File: src/rtl/start_reg_stack_if.sv
// Strobe/data bundle between control, operator panel and the start register stack.
// With START_REG_PREV_EN defined, also carries the previous start value.
interface start_reg_stack_if #(
    parameter int ADDR_W = 12,
    parameter int DEPTH  = 4,
    localparam int CNT_W = $clog2(DEPTH + 1)
);
    logic              do_arr_reg_start;
    logic [ADDR_W-1:0] arr_reg_start_data;
    logic              do_reg_start_inc;
    logic              do_mod_reg_start;
    logic [ADDR_W-1:0] mod_reg_start_data;
    logic              do_call;
    logic [ADDR_W-1:0] call_target;
    logic              do_ret;
    logic              clear_err;
    logic [ADDR_W-1:0] reg_start_value;
    logic [CNT_W-1:0]  stack_depth;
    logic              stack_full;
    logic              stack_empty;
    logic              stack_overflow;
    logic              stack_underflow;
`ifdef START_REG_PREV_EN
    logic [ADDR_W-1:0] prev_start_value;
`endif

    modport master (
        output do_arr_reg_start, arr_reg_start_data, do_reg_start_inc,
               do_mod_reg_start, mod_reg_start_data, do_call, call_target,
               do_ret, clear_err,
        input  reg_start_value, stack_depth, stack_full, stack_empty,
               stack_overflow, stack_underflow
`ifdef START_REG_PREV_EN
        , input prev_start_value
`endif
    );

    modport slave (
        input  do_arr_reg_start, arr_reg_start_data, do_reg_start_inc,
               do_mod_reg_start, mod_reg_start_data, do_call, call_target,
               do_ret, clear_err,
        output reg_start_value, stack_depth, stack_full, stack_empty,
               stack_overflow, stack_underflow
`ifdef START_REG_PREV_EN
        , output prev_start_value
`endif
    );
endinterface

File: src/rtl/start_reg_stack.sv
// Start/instruction address register with a return-address LIFO for call/ret.
// Optional macro START_REG_PREV_EN adds prev_start_value (old value on every jump).
module start_reg_stack #(
    parameter int ADDR_W = 12,
    parameter int DEPTH  = 4,
    localparam int CNT_W = $clog2(DEPTH + 1)
) (
    input  logic               clk,
    input  logic               resetn,
    start_reg_stack_if.slave   bus
);
    localparam int IDX_W = (DEPTH > 1) ? $clog2(DEPTH) : 1;

    function automatic logic [ADDR_W-1:0] addr_inc(input logic [ADDR_W-1:0] a);
        return a + ADDR_W'(1);
    endfunction

    logic [ADDR_W-1:0] reg_start_r;
    logic [CNT_W-1:0]  depth_r;
    logic              overflow_r;
    logic              underflow_r;
    logic [ADDR_W-1:0] stack_r [DEPTH];

    logic [ADDR_W-1:0] reg_start_nx_s;
    logic [CNT_W-1:0]  depth_nx_s;
    logic              push_s;
    logic              jump_s;
    logic              ovf_set_s;
    logic              unf_set_s;
    logic              full_s;
    logic              empty_s;
    logic [IDX_W-1:0]  push_idx_s;
    logic [IDX_W-1:0]  top_idx_s;

    assign full_s     = (depth_r == CNT_W'(DEPTH));
    assign empty_s    = (depth_r == CNT_W'(0));
    assign push_idx_s = IDX_W'(depth_r);
    assign top_idx_s  = IDX_W'(depth_r - CNT_W'(1));

    // Single prioritised action per cycle: arr > call > ret > inc > mod.
    always_comb begin
        reg_start_nx_s = reg_start_r;
        depth_nx_s     = depth_r;
        push_s         = 1'b0;
        jump_s         = 1'b0;
        ovf_set_s      = 1'b0;
        unf_set_s      = 1'b0;
        if (bus.do_arr_reg_start) begin
            reg_start_nx_s = bus.arr_reg_start_data;
            jump_s         = 1'b1;
        end else if (bus.do_call) begin
            if (full_s) begin
                ovf_set_s = 1'b1;
            end else begin
                push_s         = 1'b1;
                jump_s         = 1'b1;
                reg_start_nx_s = bus.call_target;
                depth_nx_s     = depth_r + CNT_W'(1);
            end
        end else if (bus.do_ret) begin
            if (empty_s) begin
                unf_set_s = 1'b1;
            end else begin
                jump_s         = 1'b1;
                reg_start_nx_s = stack_r[top_idx_s];
                depth_nx_s     = depth_r - CNT_W'(1);
            end
        end else if (bus.do_reg_start_inc) begin
            reg_start_nx_s = addr_inc(reg_start_r);
        end else if (bus.do_mod_reg_start) begin
            reg_start_nx_s = bus.mod_reg_start_data;
            jump_s         = 1'b1;
        end else begin
            reg_start_nx_s = reg_start_r;
        end
    end

    // Start register, depth counter and sticky error flags (set beats clear).
    always_ff @(posedge clk) begin
        if (!resetn) begin
            reg_start_r <= ADDR_W'(0);
            depth_r     <= CNT_W'(0);
            overflow_r  <= 1'b0;
            underflow_r <= 1'b0;
        end else begin
            reg_start_r <= reg_start_nx_s;
            depth_r     <= depth_nx_s;
            overflow_r  <= ovf_set_s | (overflow_r & ~bus.clear_err);
            underflow_r <= unf_set_s | (underflow_r & ~bus.clear_err);
        end
    end

    // Stack entries are unobservable until pushed, so they carry no reset.
    always_ff @(posedge clk) begin
        if (resetn && push_s) begin
            stack_r[push_idx_s] <= addr_inc(reg_start_r);
        end
    end

    assign bus.reg_start_value = reg_start_r;
    assign bus.stack_depth     = depth_r;
    assign bus.stack_full      = full_s;
    assign bus.stack_empty     = empty_s;
    assign bus.stack_overflow  = overflow_r;
    assign bus.stack_underflow = underflow_r;

`ifdef START_REG_PREV_EN
    logic [ADDR_W-1:0] prev_r;

    // Remember where we jumped from; plain increments and rejected call/ret do not count.
    always_ff @(posedge clk) begin
        if (!resetn) begin
            prev_r <= ADDR_W'(0);
        end else if (jump_s) begin
            prev_r <= reg_start_r;
        end else begin
            prev_r <= prev_r;
        end
    end

    assign bus.prev_start_value = prev_r;
`endif
endmodule

File: src/flat_wrapper.sv
// flat-port wrapper written by rule: the top's interface ports become plain ports
module start_reg_stack_flat 
#(
    parameter int ADDR_W = 12,
    parameter int DEPTH  = 4,
    localparam int CNT_W = $clog2(DEPTH + 1)
)
  (clk, resetn, bus_do_arr_reg_start, bus_arr_reg_start_data, bus_do_reg_start_inc, bus_do_mod_reg_start, bus_mod_reg_start_data, bus_do_call, bus_call_target, bus_do_ret, bus_clear_err, bus_reg_start_value, bus_stack_depth, bus_stack_full, bus_stack_empty, bus_stack_overflow, bus_stack_underflow);
  start_reg_stack_if #(.ADDR_W(ADDR_W), .DEPTH(DEPTH)) bus_i ();
  input  logic clk;
  input  logic resetn;
  input wire logic [$bits(bus_i.do_arr_reg_start)-1:0] bus_do_arr_reg_start;
  input wire logic [$bits(bus_i.arr_reg_start_data)-1:0] bus_arr_reg_start_data;
  input wire logic [$bits(bus_i.do_reg_start_inc)-1:0] bus_do_reg_start_inc;
  input wire logic [$bits(bus_i.do_mod_reg_start)-1:0] bus_do_mod_reg_start;
  input wire logic [$bits(bus_i.mod_reg_start_data)-1:0] bus_mod_reg_start_data;
  input wire logic [$bits(bus_i.do_call)-1:0] bus_do_call;
  input wire logic [$bits(bus_i.call_target)-1:0] bus_call_target;
  input wire logic [$bits(bus_i.do_ret)-1:0] bus_do_ret;
  input wire logic [$bits(bus_i.clear_err)-1:0] bus_clear_err;
  output wire logic [$bits(bus_i.reg_start_value)-1:0] bus_reg_start_value;
  output wire logic [$bits(bus_i.stack_depth)-1:0] bus_stack_depth;
  output wire logic [$bits(bus_i.stack_full)-1:0] bus_stack_full;
  output wire logic [$bits(bus_i.stack_empty)-1:0] bus_stack_empty;
  output wire logic [$bits(bus_i.stack_overflow)-1:0] bus_stack_overflow;
  output wire logic [$bits(bus_i.stack_underflow)-1:0] bus_stack_underflow;
  assign bus_i.do_arr_reg_start = bus_do_arr_reg_start;
  assign bus_i.arr_reg_start_data = bus_arr_reg_start_data;
  assign bus_i.do_reg_start_inc = bus_do_reg_start_inc;
  assign bus_i.do_mod_reg_start = bus_do_mod_reg_start;
  assign bus_i.mod_reg_start_data = bus_mod_reg_start_data;
  assign bus_i.do_call = bus_do_call;
  assign bus_i.call_target = bus_call_target;
  assign bus_i.do_ret = bus_do_ret;
  assign bus_i.clear_err = bus_clear_err;
  assign bus_reg_start_value = bus_i.reg_start_value;
  assign bus_stack_depth = bus_i.stack_depth;
  assign bus_stack_full = bus_i.stack_full;
  assign bus_stack_empty = bus_i.stack_empty;
  assign bus_stack_overflow = bus_i.stack_overflow;
  assign bus_stack_underflow = bus_i.stack_underflow;
  start_reg_stack #(.ADDR_W(ADDR_W), .DEPTH(DEPTH)) u_core (.clk(clk), .resetn(resetn), .bus(bus_i));
endmodule
File: config.mk
export PLATFORM = sky130hd
export DESIGN_NAME = start_reg_stack_flat
export DESIGN_NICKNAME = d
export VERILOG_FILES = /design/src/rtl/start_reg_stack_if.sv /design/src/rtl/start_reg_stack.sv /design/src/flat_wrapper.sv
export SDC_FILE = /design/constraint.sdc
export NUM_CORES = 1
export LEC_CHECK = 0
export CORE_ASPECT_RATIO = 0.5
export CORE_MARGIN = 2
export CORE_UTILIZATION = 35
export CTS_CLUSTER_DIAMETER = 120
export DETAILED_ROUTE_END_ITERATION = 8
export PLACE_DENSITY_LB_ADDON = 0.15
export RECOVER_POWER = 50
export SYNTH_ARGS = -nofsm -noshare
export SYNTH_HDL_FRONTEND = slang
export SYNTH_SLANG_ARGS = --single-unit
File: constraint.sdc
create_clock -name clk -period 2.6 [get_ports clk]
set_input_delay 0.52 -clock clk [delete_from_list [all_inputs] [get_ports clk]]
set_output_delay 0.52 -clock clk [all_outputs]
set_load 0.03 [all_outputs]
==> results of run 1 <==
[layout by cell type, fill, tap and decap left out, types with 2 or more instances in the layout]
master,synthesis,layout
sky130_fd_sc_hd__nor4_4,2,2
sky130_fd_sc_hd__nand2b_1,7,7
sky130_fd_sc_hd__o311a_1,2,2
sky130_fd_sc_hd__a221oi_1,4,4
sky130_fd_sc_hd__o22ai_1,2,2
sky130_fd_sc_hd__mux2i_1,14,14
sky130_fd_sc_hd__a21boi_0,2,2
sky130_fd_sc_hd__dfxtp_1,17,17
sky130_fd_sc_hd__a21oi_1,8,9
sky130_fd_sc_hd__buf_12,0,3
sky130_fd_sc_hd__o21ai_0,13,13
sky130_fd_sc_hd__mux2_2,3,3
sky130_fd_sc_hd__edfxtp_1,48,48
sky130_fd_sc_hd__o32a_1,2,2
sky130_fd_sc_hd__nor2b_1,5,5
sky130_fd_sc_hd__clkdlybuf4s50_1,0,45
sky130_fd_sc_hd__o221ai_1,6,6
sky130_fd_sc_hd__clkbuf_1,8,2
sky130_fd_sc_hd__a31oi_1,5,5
sky130_fd_sc_hd__or3_1,2,2
sky130_fd_sc_hd__nand3_1,9,9
sky130_fd_sc_hd__and3_1,6,6
sky130_fd_sc_hd__dlygate4sd3_1,0,15
sky130_fd_sc_hd__clkbuf_16,0,9
sky130_fd_sc_hd__buf_4,3,18
sky130_fd_sc_hd__mux4_1,5,5
sky130_fd_sc_hd__ha_1,6,6
sky130_fd_sc_hd__o311ai_0,3,3
sky130_fd_sc_hd__nand4_1,5,5
sky130_fd_sc_hd__nand2_1,9,9
sky130_fd_sc_hd__inv_1,11,11
sky130_fd_sc_hd__nor3_1,5,5
sky130_fd_sc_hd__and2_1,10,10
sky130_fd_sc_hd__xor2_1,4,4
sky130_fd_sc_hd__nor2_1,17,17
sky130_fd_sc_hd__xnor2_1,9,9
sky130_fd_sc_hd__a211oi_1,2,2
[registers in the layout, indices dropped and copies added, names as in the netlist]
signal,count
u_core.stack_r,48
u_core.bus.reg_start_value,12
u_core.bus.stack_depth,3
u_core.bus.stack_overflow,1
u_core.bus.stack_underflow,1
[worst min-delay path: stages, from the launching register on]
cell and delay, ns:
sky130_fd_sc_hd__dfxtp_1 0.30, sky130_fd_sc_hd__nand2b_1 0.06, sky130_fd_sc_hd__a21boi_0 0.07
[repair_timing]
action	in CTS	in global routing
hold buffers	0	0
gates cloned	0	0
resized for setup	1	1
endpoints found under the setup margin	1	1
[cell usage after synthesis, types with 4 or more instances]
library cell / number / area (µm²)
sky130_fd_sc_hd__and2_1: 10 / 62.6
sky130_fd_sc_hd__ha_1: 6 / 75.1
sky130_fd_sc_hd__a221oi_1: 4 / 35.0
sky130_fd_sc_hd__mux2i_1: 14 / 140
sky130_fd_sc_hd__clkbuf_1: 8 / 30.0
sky130_fd_sc_hd__nand3_1: 9 / 45.0
sky130_fd_sc_hd__inv_1: 11 / 41.3
sky130_fd_sc_hd__edfxtp_1: 48 / 1440
sky130_fd_sc_hd__mux4_1: 5 / 131
sky130_fd_sc_hd__nor2b_1: 5 / 31.3
sky130_fd_sc_hd__nand2_1: 9 / 33.8
sky130_fd_sc_hd__o221ai_1: 6 / 52.6
sky130_fd_sc_hd__and3_1: 6 / 37.5
sky130_fd_sc_hd__dfxtp_1: 17 / 340
sky130_fd_sc_hd__a31oi_1: 5 / 31.3
sky130_fd_sc_hd__nor2_1: 17 / 63.8
sky130_fd_sc_hd__xor2_1: 4 / 35.0
sky130_fd_sc_hd__xnor2_1: 9 / 78.8
sky130_fd_sc_hd__nand4_1: 5 / 31.3
sky130_fd_sc_hd__a21oi_1: 8 / 40.0
sky130_fd_sc_hd__nand2b_1: 7 / 43.8
sky130_fd_sc_hd__o21ai_0: 13 / 65.1
sky130_fd_sc_hd__nor3_1: 5 / 25.0
[kinds of logic after synthesis]
group / Yosys count / share of synthesized area, %
simple gates: 81 / 14.1
flops: 65 / 53.5
compound gates: 61 / 13.3
buf+inv: 26 / 3.61
mux: 23 / 9.85
xor+xnor: 13 / 3.42
fa+ha+maj: 6 / 2.25
[worst max path at each step]
| stage | from | to |
|---|---|---|
| 2_1_floorplan | u_core.bus.stack_depth[0]$_SDFFE_PN0P_ | u_core.stack_r[0][0]$_DFFE_PP_ |
| 3_3_place_gp | bus_do_call | u_core.bus.reg_start_value[4]$_SDFFE_PN0P_ |
| 3_5_place_dp | bus_do_call | u_core.bus.reg_start_value[11]$_SDFFE_PN0P_ |
| 4_1_cts | u_core.bus.stack_depth[1]$_SDFFE_PN0P_ | bus_stack_full |
| 5_1_grt | u_core.bus.stack_depth[1]$_SDFFE_PN0P_ | bus_stack_empty |
| 6_report | u_core.bus.stack_depth[1]$_SDFFE_PN0P_ | bus_stack_empty |
[per-layer routing]
metal | global-route usage [%] | vias up
met2 | 28.2 | 109
li1 | - | 1221
met4 | 5.22 | 0
met5 | 0 | -
met1 | 29.4 | 1242
met3 | 5.91 | 7
[cell type report]
type | count | area, µm² | share of cell area, %
clock inverter | 5 | 56.3 | 1.25
sequential | 65 | 1780 | 39.6
tap | 121 | 151 | 3.36
multi-input combinational | 184 | 1420 | 31.6
clock buffer | 10 | 229 | 5.08
inverter | 11 | 41.3 | 0.917
timing repair buffer | 84 | 821 | 18.2
[per-stage QoR]
| step | instance area [µm²] | setup slack [ns] | power, mW | hold slack (ns) | util [%] |
|---|---|---|---|---|---|
| 2_1_floorplan | 3330 | 0.115 | 1.58 | 0.600 | - |
| 3_3_place_gp | 4230 | 0.292 | 1.85 | 0.467 | 45.2 |
| 3_5_place_dp | 4230 | 0.273 | 1.86 | 0.471 | 45.2 |
| 4_1_cts | 4510 | 0.0736 | 3.03 | 0.480 | 48.2 |
| 5_1_grt | 4500 | 0.202 | 3.13 | 0.521 | 48.2 |
| 6_report | 4500 | 0.280 | 3.00 | 0.475 | 48.2 |
[power by group through the flow]
stage | clock, mW | combinational (mW) | sequential [mW]
6_report | 1.17 | 0.619 | 1.22
5_1_grt | 1.25 | 0.659 | 1.22
4_1_cts | 1.19 | 0.624 | 1.22
3_5_place_dp | 0 | 0.622 | 1.24
3_3_place_gp | 0 | 0.619 | 1.24
2_1_floorplan | 0 | 0.304 | 1.27
==> qor.tcl, run 1 <==
set qor(hp-start) {u_core.bus.stack_overflow$_SDFF_PN0_}
set qor(cts_inserted_buffers) 9
set qor(cp.depth) 4
set qor(synth-seq-cells) 65
set qor(switching_share_pct) 27.3
set qor(post_synth_edffs) 48
set qor(grt_antenna_before_repair) 0
set qor(cts.reportedPaths.clkPinSlew_ns) 0.06
set qor(wl_met1_um) 4570
set qor(synth.avg_cell_area_um2) 12.1
set qor(clock_power_share_pct) 38.9
set qor(post-route-drc-count) 0
set qor(intPower_mw) 2.18
set qor(cp_max_fo) 4
set qor(arr_time_crit_path_ns) 1.80
set qor(n_fill_cell) 845
set qor(worst_path_largest_cell_delay_ns) 0.45
set qor(finalClockSkew_ns) 0.00924
set qor(worstReg2RegEnd) {u_core.bus.reg_start_value[4]$_SDFFE_PN0P_}
set qor(via_density_per_instance) 5.37
set qor(setup.worst_path.start_class) {flop}
set qor(syn_nets) 325
set qor(drtAntennaViolNets) 0
set qor(crit_slowest_cell) {sky130_fd_sc_hd__dlygate4sd2_1}
set qor(cts.htree.levels) 3
set qor(maxSlewViolCount) 0
set qor(grt_setup_unrepaired) {no}
set qor(timing.hold.worst_path_depth) 2
set qor(setup_violations) 0
set qor(synth_warn) 0
set qor(postSynth.topFlopCell) {sky130_fd_sc_hd__edfxtp_1}
set qor(routed.top_layer) {met4}
set qor(syn_area_mm2) 0.00333
set qor(cts_sinks) 65
set qor(io-pin-count) 63
set qor(first_global_vias) 2472
set qor(status) {completed}
set qor(place.port_buffers) 62
set qor(met3_wirelength_um) 862
set qor(clock-root-buffer) {sky130_fd_sc_hd__clkbuf_16}
set qor(setup_tns_ns) 0
set qor(cts.repair_timing.setup_buffer_count) 0
set qor(dp_hpwl_um) 6950
set qor(die_h_um) 73.0
set qor(synth.lib_cells_used.distinct) 52
set qor(postRouteWirelength_um) 9500
set qor(layout-drive-gt1-share_pct) 12.8
set qor(post_synth_inst_count) 275
set qor(grt_first_pass_wirelength_um) 14700
set qor(wire_per_inst_um) 19.8
set qor(total_die_area_mm2) 0.0104
set qor(clk-insertion-delay-late_ns) 0.33
set qor(die_width_um) 142
set qor(grt_remaining_overflow) 0
set qor(critPathBufInv) 2
set qor(cellLeakagePower_nw) 1.65
set qor(initial_utilization_pct) 35.6
set qor(post-route-period-util_pct) 89.2
set qor(worst_r2r_path_depth) 7
set qor(std_cell_rows) 25
set qor(layout-area-overhead-vs-synth_pct) 35.3
set qor(worst_r2r_startpoint) {u_core.bus.stack_depth[1]$_SDFFE_PN0P_}
set qor(total_core_area_mm2) 0.00935
set qor(instances_no_fill) 480
set qor(total_global_route_track_usage_pct) 19.8
set qor(sequentialPowerShare_pct) 40.5
set qor(cts_tree) {built}
set qor(finalHoldViolCount) 0
set qor(dr.pass1.iters) 4
set qor(drtIter0Drc) 179
set qor(async_flop_share_pct) 0
set qor(power.net_switching_mw) 0.821
set qor(drv_cap) 0
set qor(worst_ep_required_time_ns) 2.08
set qor(max_slew_margin_pct) 59.4
set qor(path_type_of_the_worst_min_delay_path) {flop to flop}
set qor(critical_path.top_delay_family) {buffers and inverters}
set qor(largest_net_degree_at_the_start_of_global_routing) 21
set qor(vias) 2579
set qor(critical_path.endpoint_type) {output port}
set qor(worstSetupPathType) {flop to output port}
set qor(clockBufferDepth) 2
set qor(met2WireLength_um) 3990
set qor(ys_seq_area_share_pct) 53.5
set qor(ant_cells) 0
set qor(finish.net_count) 405
set qor(crit_chain) {inv_1 > ha_1 > nor2b_1 > dlygate4sd2_1}
set qor(min_delay_worst_endpoint) {u_core.bus.stack_overflow$_SDFF_PN0_}
set qor(finalWeightedCongestion) 0.850
set qor(fmax_ghz) 0.431
set qor(min_period_ns) 2.32
set qor(p_comb_share_pct) 20.6
set qor(place.detailed.instances) 465
set qor(tightestPinTransition_ns) 0.605
set qor(reg2reg_setup_slack_ns) 0.31
set qor(pwr_density_cell_mw_per_mm2) 666
set qor(power.ir.vdd_worst_v) 0.000297
No activity file was read; power rests on OpenSTA's default activity.
==> inputs of run 2 (changes only) <==
--- a/config.mk
+++ b/config.mk
@@ -9,9 +9,11 @@
 export CORE_MARGIN = 2
 export CORE_UTILIZATION = 35
 export CTS_CLUSTER_DIAMETER = 120
+export CTS_CLUSTER_SIZE = 28
 export DETAILED_ROUTE_END_ITERATION = 8
 export PLACE_DENSITY_LB_ADDON = 0.15
 export RECOVER_POWER = 50
+export SETUP_SLACK_MARGIN = 0.4
 export SYNTH_ARGS = -nofsm -noshare
 export SYNTH_HDL_FRONTEND = slang
 export SYNTH_SLANG_ARGS = --single-unit
==> constraint.sdc (replaced) <==
create_clock -name clk -period 3 [get_ports clk]
set_input_delay 0.6 -clock clk [delete_from_list [all_inputs] [get_ports clk]]
set_output_delay 0.6 -clock clk [all_outputs]
set_load 0.03 [all_outputs]
==> qor.tcl, run 2 (synthesis gave the netlist of run 1 again) <==
set qor(largest_register) {u_core.stack_r}
set qor(power_mw) 2.62 ;# -13%
set qor(largest_net_degree_at_the_start_of_global_routing) 23 ;# +9.5%
set qor(finalHoldViolCount) 0 ;# unchanged
set qor(die_width_um) 142 ;# unchanged
set qor(worstSetupPathType) {input port to flop}
set qor(layout.cells.most_common_list) {sky130_fd_sc_hd__edfxtp_1 (48), sky130_fd_sc_hd__clkdlybuf4s50_1 (44), sky130_fd_sc_hd__nor2_1 (17), sky130_fd_sc_hd__dfxtp_1 (17), sky130_fd_sc_hd__dlygate4sd3_1 (16)}
set qor(total_core_area_mm2) 0.00935 ;# unchanged
set qor(cellLeakagePower_nw) 1.62 ;# -1.7%
set qor(min_period_ns) 2.62
set qor(drtAntennaViolNets) 0 ;# unchanged
set qor(finalCoreUtilization_pct) 47.4 ;# -0.79 points
set qor(max_slew_margin_pct) 35.7 ;# -24 points
set qor(tightestPinTransition_ns) 0.965 ;# +0.360 ns
set qor(worst_setup_path_endpoint) {u_core.bus.reg_start_value[8]$_SDFFE_PN0P_}
set qor(first_global_vias) 2433 ;# -1.6%
set qor(power.ir.vdd_worst_v) 0.000234 ;# -21%
set qor(layout-area-overhead-vs-synth_pct) 33.1
set qor(arr_time_crit_path_ns) 2.85 ;# +1.05 ns
set qor(drtIter0Drc) 296 ;# +65%
set qor(clockBufferDepth) 2 ;# unchanged
set qor(finish.net_count) 399 ;# -1.5%
set qor(clock-root-buffer) {sky130_fd_sc_hd__clkbuf_16}
set qor(critPathLaunch) {bus_do_arr_reg_start}
set qor(die_h_um) 73.0 ;# unchanged
set qor(multiInputGateArea_mm2) 0.00142 ;# unchanged
set qor(total_global_route_track_usage_pct) 19.6 ;# -0.24 points
set qor(grt_remaining_overflow) 0 ;# unchanged
set qor(dr.pass1.iters) 5 ;# +1
set qor(cts_inserted_buffers) 9 ;# unchanged
set qor(clk-insertion-delay-late_ns) 0.34 ;# about the same
set qor(drv_cap) 0 ;# unchanged
set qor(layout-drive-gt1-share_pct) 11.6 ;# -1.2 points
set qor(cts.htree.levels) 3 ;# unchanged
set qor(cts_sinks) 65 ;# unchanged
set qor(path_type_of_the_worst_min_delay_path) {flop to flop}
set qor(total_die_area_mm2) 0.0104 ;# unchanged
set qor(status) {completed}
set qor(layout_commonest_cell) {sky130_fd_sc_hd__edfxtp_1}
set qor(post-route-drc-count) 0 ;# unchanged
set qor(vias) 2554 ;# -0.97%
set qor(fmax_ghz) 0.382
set qor(cts.reportedPaths.clkPinSlew_ns) 0.06 ;# about the same
set qor(post-route-period-util_pct) 87.4
set qor(io-pin-count) 63 ;# unchanged
set qor(initial_utilization_pct) 35.6 ;# unchanged
set qor(worstReg2RegEnd) {u_core.stack_r[2][2]$_DFFE_PP_}
set qor(max_ffs_per_register) 48 ;# unchanged
set qor(timing.hold.worst_path_depth) 2 ;# unchanged
set qor(area.sequential_mm2) 0.00178 ;# unchanged
set qor(pwr_density_cell_mw_per_mm2) 591 ;# -11%
set qor(postRouteWirelength_um) 9610 ;# +1.2%
set qor(finalClockSkew_ns) 0.00294 ;# -0.00629 ns
set qor(ant_cells) 0 ;# unchanged
set qor(std_cell_rows) 25 ;# unchanged
set qor(setup.worst_path.start_class) {input port}
set qor(worst_r2r_path_depth) 7 ;# unchanged
set qor(reg2reg_setup_slack_ns) 0.70 ;# +0.39 ns
set qor(finalWeightedCongestion) 0.904 ;# +6.4%
set qor(wire_per_inst_um) 20.2 ;# +2.2%
set qor(grt_first_pass_wirelength_um) 14200 ;# -3.5%
set qor(via_density_per_instance) 5.38 ;# about the same
set qor(critical_path.endpoint_type) {flop}
set qor(worst_r2r_startpoint) {u_core.bus.stack_depth[0]$_SDFFE_PN0P_}
set qor(dp_hpwl_um) 7100 ;# +2.1%
set qor(maxSlewViolCount) 0 ;# unchanged
set qor(worst_ep_required_time_ns) 3.23 ;# +1.15 ns
set qor(grt_antenna_before_repair) 0 ;# unchanged
set qor(place.port_buffers) 62 ;# unchanged
set qor(cp_max_fo) 21 ;# +17
set qor(setup_tns_ns) 0 ;# unchanged
set qor(n_fill_cell) 842 ;# -0.36%
set qor(cts_tree) {built}
set qor(cts.repair_timing.setup_buffer_count) 0 ;# unchanged
set qor(setup_violations) 0 ;# unchanged
set qor(grt_setup_unrepaired) {no}
-- run 2: changes by cell type in the layout (fill, tap and decap cells not counted) --
cell,delta
sky130_fd_sc_hd__buf_12,-3
sky130_fd_sc_hd__dlygate4sd3_1,+1
sky130_fd_sc_hd__buf_4,-3
sky130_fd_sc_hd__inv_6,+1
sky130_fd_sc_hd__clkdlybuf4s50_1,-1
-- run 2: worst min path at each step --
| stage | endpoint | from | slack, ns |
|---|---|---|---|
| CTS | u_core.bus.stack_overflow$_SDFF_PN0_ | u_core.bus.stack_overflow$_SDFF_PN0_ | 0.48 |
| finish | u_core.bus.stack_overflow$_SDFF_PN0_ | u_core.bus.stack_overflow$_SDFF_PN0_ | 0.48 |
| floorplan | u_core.bus.stack_overflow$_SDFF_PN0_ | u_core.bus.stack_overflow$_SDFF_PN0_ | 0.60 |
| global placement | u_core.bus.stack_overflow$_SDFF_PN0_ | u_core.bus.stack_overflow$_SDFF_PN0_ | 0.47 |
| detailed placement | u_core.bus.stack_overflow$_SDFF_PN0_ | u_core.bus.stack_overflow$_SDFF_PN0_ | 0.47 |
| global route | u_core.bus.stack_overflow$_SDFF_PN0_ | u_core.bus.stack_overflow$_SDFF_PN0_ | 0.52 |
-- run 2: layout make-up --
class | instances | share of cell area, %
clock inverters | 6 | 1.47
well taps | 121 | 3.42
clock buffers | 10 | 5.17
multi-input cells | 184 | 32.1
repair buffers | 78 | 16.7
flip-flops and latches | 65 | 40.2
inverters | 11 | 0.932
-- run 2: timing repair --
item / 4_1_cts / 5_1_grt
gates cloned: 0 / 0
hold buffers: 0 / 0
setup endpoints to repair: 1 / 1
gates resized for setup: 1 / 1
-- run 2: worst max-delay path, cell delays in order --
cell and delay (ns):
sky130_fd_sc_hd__dlygate4sd3_1 0.63, sky130_fd_sc_hd__clkbuf_1 0.75, sky130_fd_sc_hd__inv_1 0.30, sky130_fd_sc_hd__o21ai_0 0.28, sky130_fd_sc_hd__a21oi_1 0.08, sky130_fd_sc_hd__o32a_1 0.19
-- run 2: stage by stage --
stage	area [µm²]	instances	setup slack, ns	hold slack [ns]
global placement	4140	459	0.403	0.467
floorplan	3330	275	0.515	0.600
detailed placement	4140	459	0.338	0.475
finish	4430	475	0.379	0.479
global route	4430	475	0.258	0.517
CTS	4440	475	0.410	0.483
-- run 2: where the power goes --
part	switching [mW]	leakage (nW)	internal, mW	total, mW
combinational	0.295	0.894	0.230	0.525
sequential	0.0366	0.580	1.02	1.05
clock	0.394	0.145	0.645	1.04
-- run 2: routing by layer --
metal	wire length, µm	GRT usage (%)
met5	0	0
met1	4910	28.6
met2	3920	26.7
met3	625	6.43
met4	152	7.67
==> inputs of run 3 (changes only) <==
--- a/config.mk
+++ b/config.mk
@@ -11,6 +11,7 @@
 export CTS_CLUSTER_DIAMETER = 120
 export CTS_CLUSTER_SIZE = 28
 export DETAILED_ROUTE_END_ITERATION = 8
+export DONT_BUFFER_PORTS = 1
 export PLACE_DENSITY_LB_ADDON = 0.15
 export RECOVER_POWER = 50
 export SETUP_SLACK_MARGIN = 0.4
==> qor.tcl, run 3 (synthesis gave the netlist of run 1 again) <==
set qor(grt_remaining_overflow) 0 ;# unchanged
set qor(maxSlewViolCount) 0 ;# unchanged
set qor(cts.htree.levels) 3 ;# unchanged
set qor(total_global_route_track_usage_pct) 18.4 ;# -1.2 points
set qor(grt_util_met2_pct) 25.1 ;# -1.6 points
set qor(clk-insertion-delay-late_ns) 0.33 ;# about the same
set qor(drtIter0Drc) 251 ;# -15%
set qor(finalClockSkew_ns) 0.00480 ;# +0.00186 ns
set qor(layout-drive-gt1-share_pct) 11.1 ;# -0.47 points
set qor(worst_r2r_path_depth) 5 ;# -2
set qor(status) {completed}
set qor(layout.cells.most_common_list) {sky130_fd_sc_hd__edfxtp_1 (48), sky130_fd_sc_hd__nor2_1 (17), sky130_fd_sc_hd__dfxtp_1 (17)}
set qor(arr_time_crit_path_ns) 2.75 ;# -0.10 ns
set qor(finalHoldViolCount) 0 ;# unchanged
set qor(max_slew_margin_pct) 25.4 ;# -10 points
set qor(fmax_ghz) 0.395 ;# +3.4%
set qor(setup.worst_path.start_class) {flop}
set qor(worst_ep_required_time_ns) 3.22 ;# about the same
set qor(final.hold.worst_slack_ns) 0.397 ;# -0.0819 ns
set qor(reg2reg_setup_slack_ns) 0.47 ;# -0.23 ns
set qor(setup_violations) 0 ;# unchanged
set qor(layout-area-overhead-vs-synth_pct) 14.4
set qor(cts.reportedPaths.clkPinSlew_ns) 0.05 ;# about the same
set qor(cts_inserted_buffers) 9 ;# unchanged
set qor(total_core_area_mm2) 0.00935 ;# unchanged
set qor(std_cell_rows) 25 ;# unchanged
set qor(postRouteWirelength_um) 8960 ;# -6.7%
set qor(globalRouteMet1Util_pct) 27.5 ;# -1.1 points
set qor(finalWeightedCongestion) 0.790 ;# -13%
set qor(ant_cells) 0 ;# unchanged
set qor(post_dp_cell_area_mm2) 0.00350 ;# -16%
set qor(largest_net_degree_at_the_start_of_global_routing) 28 ;# +22%
set qor(grt_setup_unrepaired) {no}
set qor(grt_first_pass_wirelength_um) 13600 ;# -4.0%
set qor(ctsResizeCount) 0 ;# -1
set qor(max_ffs_per_register) 48 ;# unchanged
set qor(vias) 2278 ;# -11%
set qor(total_die_area_mm2) 0.0104 ;# unchanged
set qor(postCtsHoldBufs) 0 ;# unchanged
set qor(clock-root-buffer) {sky130_fd_sc_hd__clkbuf_16}
set qor(dp_hpwl_um) 6450 ;# -9.1%
set qor(via_density_per_instance) 5.57 ;# +3.6%
set qor(drtAntennaViolNets) 0 ;# unchanged
set qor(wire_per_inst_um) 21.9 ;# +8.3%
set qor(initial_utilization_pct) 35.6 ;# unchanged
set qor(place.port_buffers) 0 ;# -100%
set qor(clockBufferDepth) 2 ;# unchanged
set qor(critPathLaunch) {u_core.bus.stack_depth[0]$_SDFFE_PN0P_}
set qor(path_type_of_the_worst_min_delay_path) {input port to flop}
set qor(drv_cap) 0 ;# unchanged
set qor(largest_register) {u_core.stack_r}
set qor(post-route-period-util_pct) 84.5 ;# -2.9 points
set qor(worstSetupPathType) {flop to flop}
set qor(cts_tree) {built}
set qor(power.ir.vdd_worst_v) 0.000241 ;# +2.8%
set qor(worst_r2r_startpoint) {u_core.bus.stack_depth[0]$_SDFFE_PN0P_}
set qor(critical_path.endpoint_type) {flop}
set qor(min_period_ns) 2.53 ;# -0.0874 ns
set qor(worstReg2RegEnd) {u_core.bus.reg_start_value[6]$_SDFFE_PN0P_}
set qor(cellLeakagePower_nw) 1.31 ;# -19%
set qor(grt_util_met3_pct) 5.45 ;# -0.98 points
set qor(io-pin-count) 63 ;# unchanged
set qor(dr.pass1.iters) 4 ;# -1
set qor(first_global_vias) 2233 ;# -8.2%
set qor(grt_antenna_before_repair) 0 ;# unchanged
set qor(finish.net_count) 334 ;# -16%
set qor(setup_tns_ns) 0 ;# unchanged
set qor(worst_setup_path_endpoint) {u_core.bus.reg_start_value[6]$_SDFFE_PN0P_}
set qor(post_route_standard_cell_area_excluding_fillers_mm2) 0.00381 ;# -14%
set qor(cp_max_fo) 11 ;# -48%
set qor(die_h_um) 73.0 ;# unchanged
set qor(tightestPinTransition_ns) 1.12 ;# +0.154 ns
set qor(post-route-drc-count) 0 ;# unchanged
set qor(top_usage_layer) {met1}
set qor(cts.repair_timing.setup_buffer_count) 0 ;# unchanged
set qor(layout_commonest_cell) {sky130_fd_sc_hd__edfxtp_1}
set qor(pwr_density_cell_mw_per_mm2) 692 ;# +17%
set qor(cts_sinks) 65 ;# unchanged
set qor(die_width_um) 142 ;# unchanged
-- run 3: cell count changes in the layout (fill, tap and decap cells not counted), moves of 2 or more --
cell,previous run,this run
sky130_fd_sc_hd__clkbuf_1,2,6
sky130_fd_sc_hd__and2_0,0,2
sky130_fd_sc_hd__and2_1,10,8
sky130_fd_sc_hd__bufinv_16,1,3
sky130_fd_sc_hd__clkdlybuf4s50_1,44,0
sky130_fd_sc_hd__dlygate4sd3_1,16,0
sky130_fd_sc_hd__buf_4,15,7
-- run 3: critical path, cell delays in order (launching register included) --
cell	delay (ns)
sky130_fd_sc_hd__dfxtp_1	0.32
sky130_fd_sc_hd__clkbuf_1	0.83
sky130_fd_sc_hd__mux4_2	0.65
sky130_fd_sc_hd__a2111oi_2	0.35
sky130_fd_sc_hd__a21boi_2	0.21
sky130_fd_sc_hd__o21ai_1	0.06
-- run 3: how the worst min path moves through the flow --
stage / from / endpoint / slack (ns) / depth (start not counted)
after floorplan: u_core.bus.stack_overflow$_SDFF_PN0_ / u_core.bus.stack_overflow$_SDFF_PN0_ / 0.60 / 2
after global placement: u_core.bus.stack_overflow$_SDFF_PN0_ / u_core.bus.stack_overflow$_SDFF_PN0_ / 0.61 / 2
after detailed placement: u_core.bus.stack_overflow$_SDFF_PN0_ / u_core.bus.stack_overflow$_SDFF_PN0_ / 0.65 / 2
after CTS: resetn / u_core.bus.stack_depth[2]$_SDFFE_PN0P_ / 0.39 / 1
after global routing: resetn / u_core.bus.stack_underflow$_SDFF_PN0_ / 0.40 / 1
final: resetn / u_core.bus.stack_depth[0]$_SDFFE_PN0P_ / 0.40 / 1
-- run 3: per-layer routing --
| layer | up-vias | part of all wire [%] |
|---|---|---|
| met4 | 0 | 1.3 |
| met1 | 1113 | 49 |
| met5 | - | 0 |
| met2 | 76 | 41 |
| met3 | 9 | 7.8 |
| li1 | 1080 | - |
-- run 3: where the power goes --
group	switching, mW	internal [mW]
registers	0.0632	1.02
logic	0.219	0.138
clock network	0.391	0.810
total	0.673	1.96
-- run 3: cell type report --
| cell class | count | area (µm²) |
|---|---|---|
| Fill cell | 864 | 5540 |
| Sequential cell | 65 | 1780 |
| Multi-Input combinational cell | 184 | 1420 |
| Clock buffer | 9 | 225 |
| Tap cell | 121 | 151 |
| Clock inverter | 6 | 115 |
| Timing Repair Buffer | 13 | 75.1 |
| Inverter | 11 | 41.3 |
-- run 3: through the flow --
step	worst slack [ns]	utilization, %	cells	total power, mW
2_1_floorplan	0.515	-	275	1.37
3_3_place_gp	0.681	37.4	394	1.46
3_5_place_dp	0.681	37.4	394	1.46
4_1_cts	0.667	41.1	409	2.67
5_1_grt	0.316	40.7	409	2.73
6_report	0.466	40.7	409	2.64
